### src/rtl/seq_mul64_pkg.sv
// Shared types, widths and carry-lookahead helpers for the seq_mul64 multiplier.
// Pure declarations; no latency or flow-control behaviour of its own.
package seq_mul64_pkg;

    localparam int OP_W      = 64;
    localparam int PROD_W    = 128;
    localparam int ITER_LAST = 63;
    localparam int CNT_W     = 6;

    typedef enum logic [1:0] {
        ST_IDLE = 2'd0,
        ST_BUSY = 2'd1,
        ST_DONE = 2'd2
    } state_t;

    // Carry into each of four positions, given per-position propagate/generate and carry-in.
    function automatic logic [3:0] la_carry(input logic [3:0] p, input logic [3:0] g, input logic cin);
        logic [3:0] c;
        c[0] = cin;
        c[1] = g[0] | (p[0] & cin);
        c[2] = g[1] | (p[1] & g[0]) | (p[1] & p[0] & cin);
        c[3] = g[2] | (p[2] & g[1]) | (p[2] & p[1] & g[0]) | (p[2] & p[1] & p[0] & cin);
        return c;
    endfunction

    function automatic logic la_gen(input logic [3:0] p, input logic [3:0] g);
        return g[3] | (p[3] & g[2]) | (p[3] & p[2] & g[1]) | (p[3] & p[2] & p[1] & g[0]);
    endfunction

endpackage

### src/rtl/cla128.sv
// 128-bit carry-lookahead adder, three lookahead levels of radix 4 plus a 2-way top.
// Purely combinational; no flow control.
module cla128
    import seq_mul64_pkg::*;
(
    input  logic [127:0] a,
    input  logic [127:0] b,
    input  logic         ci,
    output logic [127:0] s,
    output logic         co
);

    logic [127:0] p, g, c;
    logic [31:0]  p1, g1, c1;
    logic [7:0]   p2, g2, c2;
    logic [1:0]   p3, g3, c3;

    assign p = a ^ b;
    assign g = a & b;

    // Group signals flow upward, carries flow back down each level.
    for (genvar i = 0; i < 32; i++) begin : g_l1
        assign p1[i]        = &p[4*i +: 4];
        assign g1[i]        = la_gen(p[4*i +: 4], g[4*i +: 4]);
        assign c[4*i +: 4]  = la_carry(p[4*i +: 4], g[4*i +: 4], c1[i]);
    end

    for (genvar j = 0; j < 8; j++) begin : g_l2
        assign p2[j]        = &p1[4*j +: 4];
        assign g2[j]        = la_gen(p1[4*j +: 4], g1[4*j +: 4]);
        assign c1[4*j +: 4] = la_carry(p1[4*j +: 4], g1[4*j +: 4], c2[j]);
    end

    for (genvar k = 0; k < 2; k++) begin : g_l3
        assign p3[k]        = &p2[4*k +: 4];
        assign g3[k]        = la_gen(p2[4*k +: 4], g2[4*k +: 4]);
        assign c2[4*k +: 4] = la_carry(p2[4*k +: 4], g2[4*k +: 4], c3[k]);
    end

    assign c3[0] = ci;
    assign c3[1] = g3[0] | (p3[0] & ci);
    assign co    = g3[1] | (p3[1] & c3[1]);
    assign s     = p ^ c;

endmodule

### src/rtl/seq_mul64.sv
// 64x64 unsigned shift-and-add multiplier, one multiplier bit per cycle through one cla128.
// Latency 64 iterations (fewer with EARLY_EXIT); start is ignored while busy, accepted in IDLE or DONE.
module seq_mul64
    import seq_mul64_pkg::*;
#(
    parameter bit EARLY_EXIT = 1'b0
) (
    input  logic                clk,
    input  logic                reset_n,
    input  logic                start,
    input  logic [OP_W-1:0]     a,
    input  logic [OP_W-1:0]     b,
    output logic                busy,
    output logic                done,
    output logic [PROD_W-1:0]   result
);

    state_t              state;
    logic [PROD_W-1:0]   mcand;
    logic [PROD_W-1:0]   acc;
    logic [OP_W-1:0]     mplr;
    logic [CNT_W-1:0]    cnt;
    logic [PROD_W-1:0]   sum;
    logic [PROD_W-1:0]   acc_nxt;
    logic                add_co;
    logic                last;

    cla128 u_add (
        .a  (acc),
        .b  (mcand),
        .ci (1'b0),
        .s  (sum),
        .co (add_co)
    );

    assign acc_nxt = mplr[0] ? sum : acc;
    assign last    = (cnt == CNT_W'(ITER_LAST)) ||
                     (EARLY_EXIT && (mplr[OP_W-1:1] == '0));

    always_ff @(posedge clk or negedge reset_n) begin
        if (!reset_n) begin
            state  <= ST_IDLE;
            busy   <= 1'b0;
            done   <= 1'b0;
            result <= '0;
            mcand  <= '0;
            acc    <= '0;
            mplr   <= '0;
            cnt    <= '0;
        end else begin
            done <= 1'b0;
            case (state)
                ST_IDLE, ST_DONE: begin
                    if (start) begin
                        mcand <= {{(PROD_W-OP_W){1'b0}}, a};
                        mplr  <= b;
                        acc   <= '0;
                        cnt   <= '0;
                        busy  <= 1'b1;
                        state <= ST_BUSY;
                    end else begin
                        state <= ST_IDLE;
                    end
                end
                ST_BUSY: begin
                    acc   <= acc_nxt;
                    mcand <= mcand << 1;
                    mplr  <= mplr >> 1;
                    cnt   <= cnt + 1'b1;
                    if (last) begin
                        result <= acc_nxt;
                        busy   <= 1'b0;
                        done   <= 1'b1;
                        state  <= ST_DONE;
                    end
                end
                default: begin
                    busy  <= 1'b0;
                    state <= ST_IDLE;
                end
            endcase
        end
    end

    // The partial sum is bounded by a*2^(i+1) < 2^128, so the adder can never carry out.
    a_no_carry_out: assert property (@(posedge clk) disable iff (!reset_n) !(busy && add_co));

endmodule
### config.mk
export PLATFORM = sky130hd
export DESIGN_NAME = seq_mul64
export DESIGN_NICKNAME = d
export VERILOG_FILES = /design/src/rtl/seq_mul64_pkg.sv /design/src/rtl/cla128.sv /design/src/rtl/seq_mul64.sv
export SDC_FILE = /design/constraint.sdc
export NUM_CORES = 1
export LEC_CHECK = 0
export ABC_AREA = 0
export BUFFER_PORTS_ARGS = -buffer_cell sky130_fd_sc_hd__buf_4
export CORE_AREA = 2 2 176 247
export DETAILED_ROUTE_END_ITERATION = 10
export DIE_AREA = 0 0 178 249
export GPL_TIMING_DRIVEN = 1
export PLACE_DENSITY = 0.8
export SLEW_MARGIN = 25
export SYNTH_ARGS = -nofsm -noshare
export SYNTH_HDL_FRONTEND = slang
export SYNTH_HIERARCHICAL = 1
export SYNTH_SLANG_ARGS = --single-unit
### constraint.sdc
create_clock -name clk -period 5.2 [get_ports clk]
set_clock_uncertainty 0.15 [all_clocks]
set_input_delay 1.04 -clock clk [delete_from_list [all_inputs] [get_ports clk]]
set_output_delay 1.04 -clock clk [all_outputs]
set_load 0.005 [all_outputs]
==> run_results.csv, run 1 <==
group,metric,value,unit
global_route,track_usage,29.1,%
routing,drc_errors,0,
finish,regArea,0.0115,mm²
power,switching_share,40.9,%
die,fp-row-count,89,
routing,drt-pass1-iter-count,7,
clock_tree,clk_pin_slew,0.06,ns
die,die_w,178,µm
placed_design,dpl.hpwl,42.0,mm
global_route,grt-ovfl-total,0,
timing,fmax,0.216,GHz
clock_tree,post-cts-setup-buffers,0,
yosys,avgSynthCellArea,10.5,µm²
timing,slew_headroom,32.7,%
worst_hold_path,hold_depth,1,
routing,drt_iter0_markers,1413,
global_route,grt_util_met2,50.6,%
power,vdd_drop_max,0.432,mV
timing,period_needed,4.63,ns
clock_tree,cts_num_sinks,458,
finish,nFillCells,3042,
setup_path,worstSetupPathType,"reg2reg",
timing,tightest_slew,1.01,ns
timing,finalSetupViolCount,0,
clock_tree,post_cts_resized,0,
power,total_leakage_power,15.1,nW
timing,setup-tns-final,0,ns
die,pin_count,261,
routing,vias,19400,
power,clockPowerShare,18.4,%
power,p_total,0.0186,W
clock_tree,ctsLongestPathBuffers,3,
setup_path,worst-path-max-fanout,5,
clock_tree,numCtsBuffers,44,
global_route,grt_pass1_wl,104,mm
power,power_frac_comb,49.2,%
routing,wire_per_inst,20.2,µm
finish,fin_nets,2868,
yosys,synth_area,0.0250,mm²
finish,drive_gt1_share,21.6,%
die,initial_core_util,59.6,%
global_route,grt_max_degree,196,
power,seqPwrFrac,32.4,%
placed_design,io_buffers,260,
finish,final_common_cell,"dfrtp_1",
clock_tree,hold_buffers,0,
global_route,top_usage_layer,"met2",
global_route,grt_pass1_vias,20400,
die,die_h,249,µm
yosys,synthCells,2387,
global_route,antenna_found_initial,1,
timing,final.period_utilization,89.0,%
routing,wl,63.7,mm
global_route,grt_use_met1,35.2,%
setup_path,cp.required,5.48,ns
finish,area_growth,15.6,%
power,power_density,644,mW/mm²
clock_tree,cts_tree,"done",
die,die_area,0.0443,mm²
placed_design,gp_congestion,0.911,
outcome,status,"finished, final reports clean",
flow_run,maxCapViolCount,0,
routing,ant_nets,0,
setup_path,crit_arrival,4.91,ns
finish,multi_input_area,0.0128,mm²
timing,finalHoldViolations,0,
routing,vias_per_cell,6.17,
global_route,grt_util_met3,4.55,%
power,p_switching,0.00762,W
finish,layout_common_cells,"dfrtp_1 (457), nand2_1 (432), nand3_1 (273), buf_4 (273), mux2_2 (159)",
clock_tree,worstSkewPairLatency,0.56,ns
setup_path,r2r_cells,16,
timing,rsz0062_at_grt,"false",
clock_tree,ctsRootBufferMaster,"clkbuf_16",
yosys,yosysWarnings,6,
timing,drv_slew,0,
setup_path,cp-end-kind,"flip-flop",
setup_path,critical_path.startpoint_type,"flip-flop",
worst_hold_path,hold_path_class,"reg2reg",
power,p_int,0.0110,W
die,core_area,0.0420,mm²
clock_tree,htree_levels,2,
## registers in the layout, summed over array words and instances, names as in the netlist
name,count
mcand,128
result,128
cnt,6
done,1
state,2
mplr,64
busy,1
acc,128
## power groups by stage
| stage | logic (W) | clock network (W) | registers, W |
|---|---|---|---|
| 6_report | 0.00916 | 0.00342 | 0.00603 |
| 5_1_grt | 0.0101 | 0.00360 | 0.00622 |
| 4_1_cts | 0.00910 | 0.00347 | 0.00604 |
| 3_5_place_dp | 0.00900 | 0 | 0.00608 |
| 3_3_place_gp | 0.00857 | 0 | 0.00598 |
| 2_1_floorplan | 0.00666 | 0 | 0.00573 |
## metal layers
metal / vias up / share of wire, %
li1: 8912 / -
met1: 9726 / 39
met2: 636 / 52
met3: 169 / 5.4
met4: 0 / 4.3
met5: - / 0
## path summary, 6_finish.rpt
kind,startpoint,end,slack [ns]
setup / recovery,acc[9],result[77],0.57
hold / removal,result[84],result[84],0.34
setup reg to reg,acc[9],result[77],0.57
hold reg to reg,result[84],result[84],0.34
max in group asynchronous,reset_n,mplr[36],3.38
min in group asynchronous,reset_n,acc[72],0.38
## stage by stage
stage               hold slack (ns)  util, %  instances  setup WS (ns)  area [µm²]
detailed placement            0.332     65.2       3076          0.726       27400
CTS                           0.346     68.9       3151          0.688       28900
global route                  0.358     68.9       3152          0.384       28900
global placement              0.324     65.1       3073          0.817       27300
floorplan                     0.302        -       2389           1.35       25000
finish                        0.340     68.9       3152          0.570       28900
## layout make-up
type,instances,area share (%)
antenna,1,0.00866
clock buffer,60,4.47
clock inverter,15,0.822
inverter,35,0.454
multi-input combinational,1752,44.3
sequential,458,39.7
tap,546,2.36
timing repair buffer,285,7.90
## worst max-delay path: stages, from the launching register on
cell and delay (ns):
dfrtp_1 0.39, ha_1 0.35, a21oi_1 0.25, o21ai_0 0.12, a221oi_1 0.48, nor2_1 0.18, o21ai_1 0.34, nand2_1 0.12
a21oi_1 0.22, buf_4 0.18, o21ai_1 0.13, a21boi_1 0.35, inv_1 0.12, fa_1 0.40, xor2_1 0.18, mux2_2 0.27
mux2_1 0.28
No activity file was read; power rests on OpenSTA's default activity.
==> run 2, diff against run 1 <==
--- a/config.mk
+++ b/config.mk
@@ -12,6 +12,7 @@
 export DIE_AREA = 0 0 178 249
 export GPL_TIMING_DRIVEN = 1
 export PLACE_DENSITY = 0.8
+export REMOVE_ABC_BUFFERS = 1
 export SLEW_MARGIN = 25
 export SYNTH_ARGS = -nofsm -noshare
 export SYNTH_HDL_FRONTEND = slang
==> run_results.csv, run 2 (synthesis gave the netlist of run 1 again) <==
group,metric,value,unit
setup_path,crit_arrival,5.01,ns
outcome,status,"finished, final reports clean",
timing,final.period_utilization,90.5,%
timing,fmax,0.212,GHz
finish,final_core_util,68.7,%
setup_path,critical_path.startpoint,"acc[25]",
timing,holdWs,0.342,ns
clock_tree,ctsRootBufferMaster,"clkbuf_16",
clock_tree,hold_buffers,0,
timing,slew_headroom,29.4,%
timing,finalSetupViolCount,0,
worst_hold_path,hold_path_class,"reg2reg",
die,die_h,249,µm
die,core_area,0.0420,mm²
routing,drt_iter0_markers,1222,
timing,finalHoldViolations,0,
global_route,grt_pass1_wl,101,mm
die,pin_count,261,
setup_path,worst-path-max-fanout,4,
flow_run,maxCapViolCount,0,
power,p_int,0.0108,W
global_route,grt_pass1_vias,20200,
timing,tightest_slew,1.06,ns
global_route,track_usage,28.0,%
power,switching_share,41.3,%
timing,drv_slew,0,
clock_tree,cts_tree,"done",
die,initial_core_util,59.6,%
placed_design,io_buffers,260,
power,p_total,0.0184,W
setup_path,cp.required,5.50,ns
clock_tree,cts_num_sinks,458,
timing,setup-tns-final,0,ns
die,die_w,178,µm
finish,area_growth,15.2,%
routing,wl,61.8,mm
clock_tree,post_cts_resized,0,
timing,period_needed,4.71,ns
routing,drc_errors,0,
routing,wire_per_inst,19.6,µm
finish,final_common_cell,"dfrtp_1",
finish,fin_nets,2865,
routing,vias,19200,
routing,drt-pass1-iter-count,5,
placed_design,gp_congestion,0.848,
setup_path,r2r_start,"acc[25]",
placed_design,dpl.hpwl,40.3,mm
finish,largestRegisters,"acc x128, mcand x128, result x128",
power,power_density,639,mW/mm²
finish,drive_gt1_share,21.5,%
finish,layout_common_cells,"dfrtp_1 (457), nand2_1 (432), nand3_1 (273)",
power,total_leakage_power,15.1,nW
clock_tree,worstSkewPairLatency,0.57,ns
clock_tree,post-cts-setup-buffers,0,
setup_path,critical_path.startpoint_type,"flip-flop",
power,clockPowerShare,18.0,%
setup_path,rrSetupSlack,0.49,ns
clock_tree,numCtsBuffers,45,
power,vdd_drop_max,0.385,mV
power,seqPwrFrac,32.8,%
routing,ant_nets,0,
timing,rsz0062_at_grt,"false",
worst_hold_path,hp-start,"result[13]",
power,power_frac_comb,49.2,%
global_route,grt-ovfl-total,0,
clock_tree,htree_levels,2,
setup_path,worstSetupPathType,"reg2reg",
clock_tree,clk_pin_slew,0.07,ns
die,die_area,0.0443,mm²
global_route,antenna_found_initial,1,
global_route,grt_max_degree,196,
clock_tree,ctsLongestPathBuffers,3,
routing,vias_per_cell,6.09,
power,p_switching,0.00761,W
setup_path,cp-end-kind,"flip-flop",
die,fp-row-count,89,
[run 2: changes by cell type in the layout (fill, tap and decap cells not counted)]
cell and delta:
clkbuf_8 -4, clkbuf_1 +3, clkbuf_16 +2, buf_16 -1, clkinv_2 +9, bufinv_16 -3, buf_4 -3, inv_6 +2
clkinv_4 -2
[run 2: worst paths after layout]
kind	end	depth (start not counted)
min in group asynchronous	acc[84]	1
max in group asynchronous	mplr[0]	2
hold / removal	result[13]	1
hold reg to reg	result[13]	1
setup reg to reg	result[124]	14
setup / recovery	result[124]	14
[run 2: power by group through the flow]
stage	logic [W]	clock network, W	registers, W
after floorplan	0.00655	0	0.00586
after global placement	0.00854	0	0.00600
after detailed placement	0.00892	0	0.00609
after CTS	0.00901	0.00338	0.00605
after global routing	0.0100	0.00351	0.00623
final	0.00906	0.00331	0.00605
[run 2: critical path, cell delays in order (launching register included)]
cell      delay [ns]
dfrtp_1         0.40
ha_1            0.36
nand4_1         0.23
nor4_2          0.50
nand3_1         0.16
a41oi_2         0.25
a22oi_2         0.13
a21oi_2         0.34
nor2_1          0.10
o31ai_2         0.51
a21boi_0        0.29
o21bai_1        0.22
fa_1            0.45
mux2_2          0.27
mux2_2          0.25
[run 2: metal layers]
metal	part of all wire, %	global-route usage (%)	wire length, µm	vias up
met5	0	0	0	-
li1	-	-	-	8913
met4	2.9	9.30	1770	0
met1	38	32.5	23400	9634
met2	52	50.4	32300	562
met3	6.9	6.61	4290	119
[run 2: area by class of cell]
type | instances | area (µm²)
Clock buffer | 61 | 1300
Fill cell | 3141 | 13200
Sequential cell | 458 | 11500
Clock inverter | 21 | 193
Multi-Input combinational cell | 1752 | 12800
Timing Repair Buffer | 281 | 2230
Inverter | 35 | 131
Tap cell | 546 | 683
Antenna cell | 1 | 2.50
[run 2: through the flow]
| stage | instance area (µm²) | std cells | setup slack [ns] |
|---|---|---|---|
| floorplan | 24400 | 2245 | -7.89 |
| global placement | 27300 | 3070 | 0.687 |
| detailed placement | 27300 | 3071 | 0.577 |
| CTS | 28800 | 3153 | 0.549 |
| global route | 28800 | 3154 | 0.231 |
| finish | 28800 | 3155 | 0.493 |
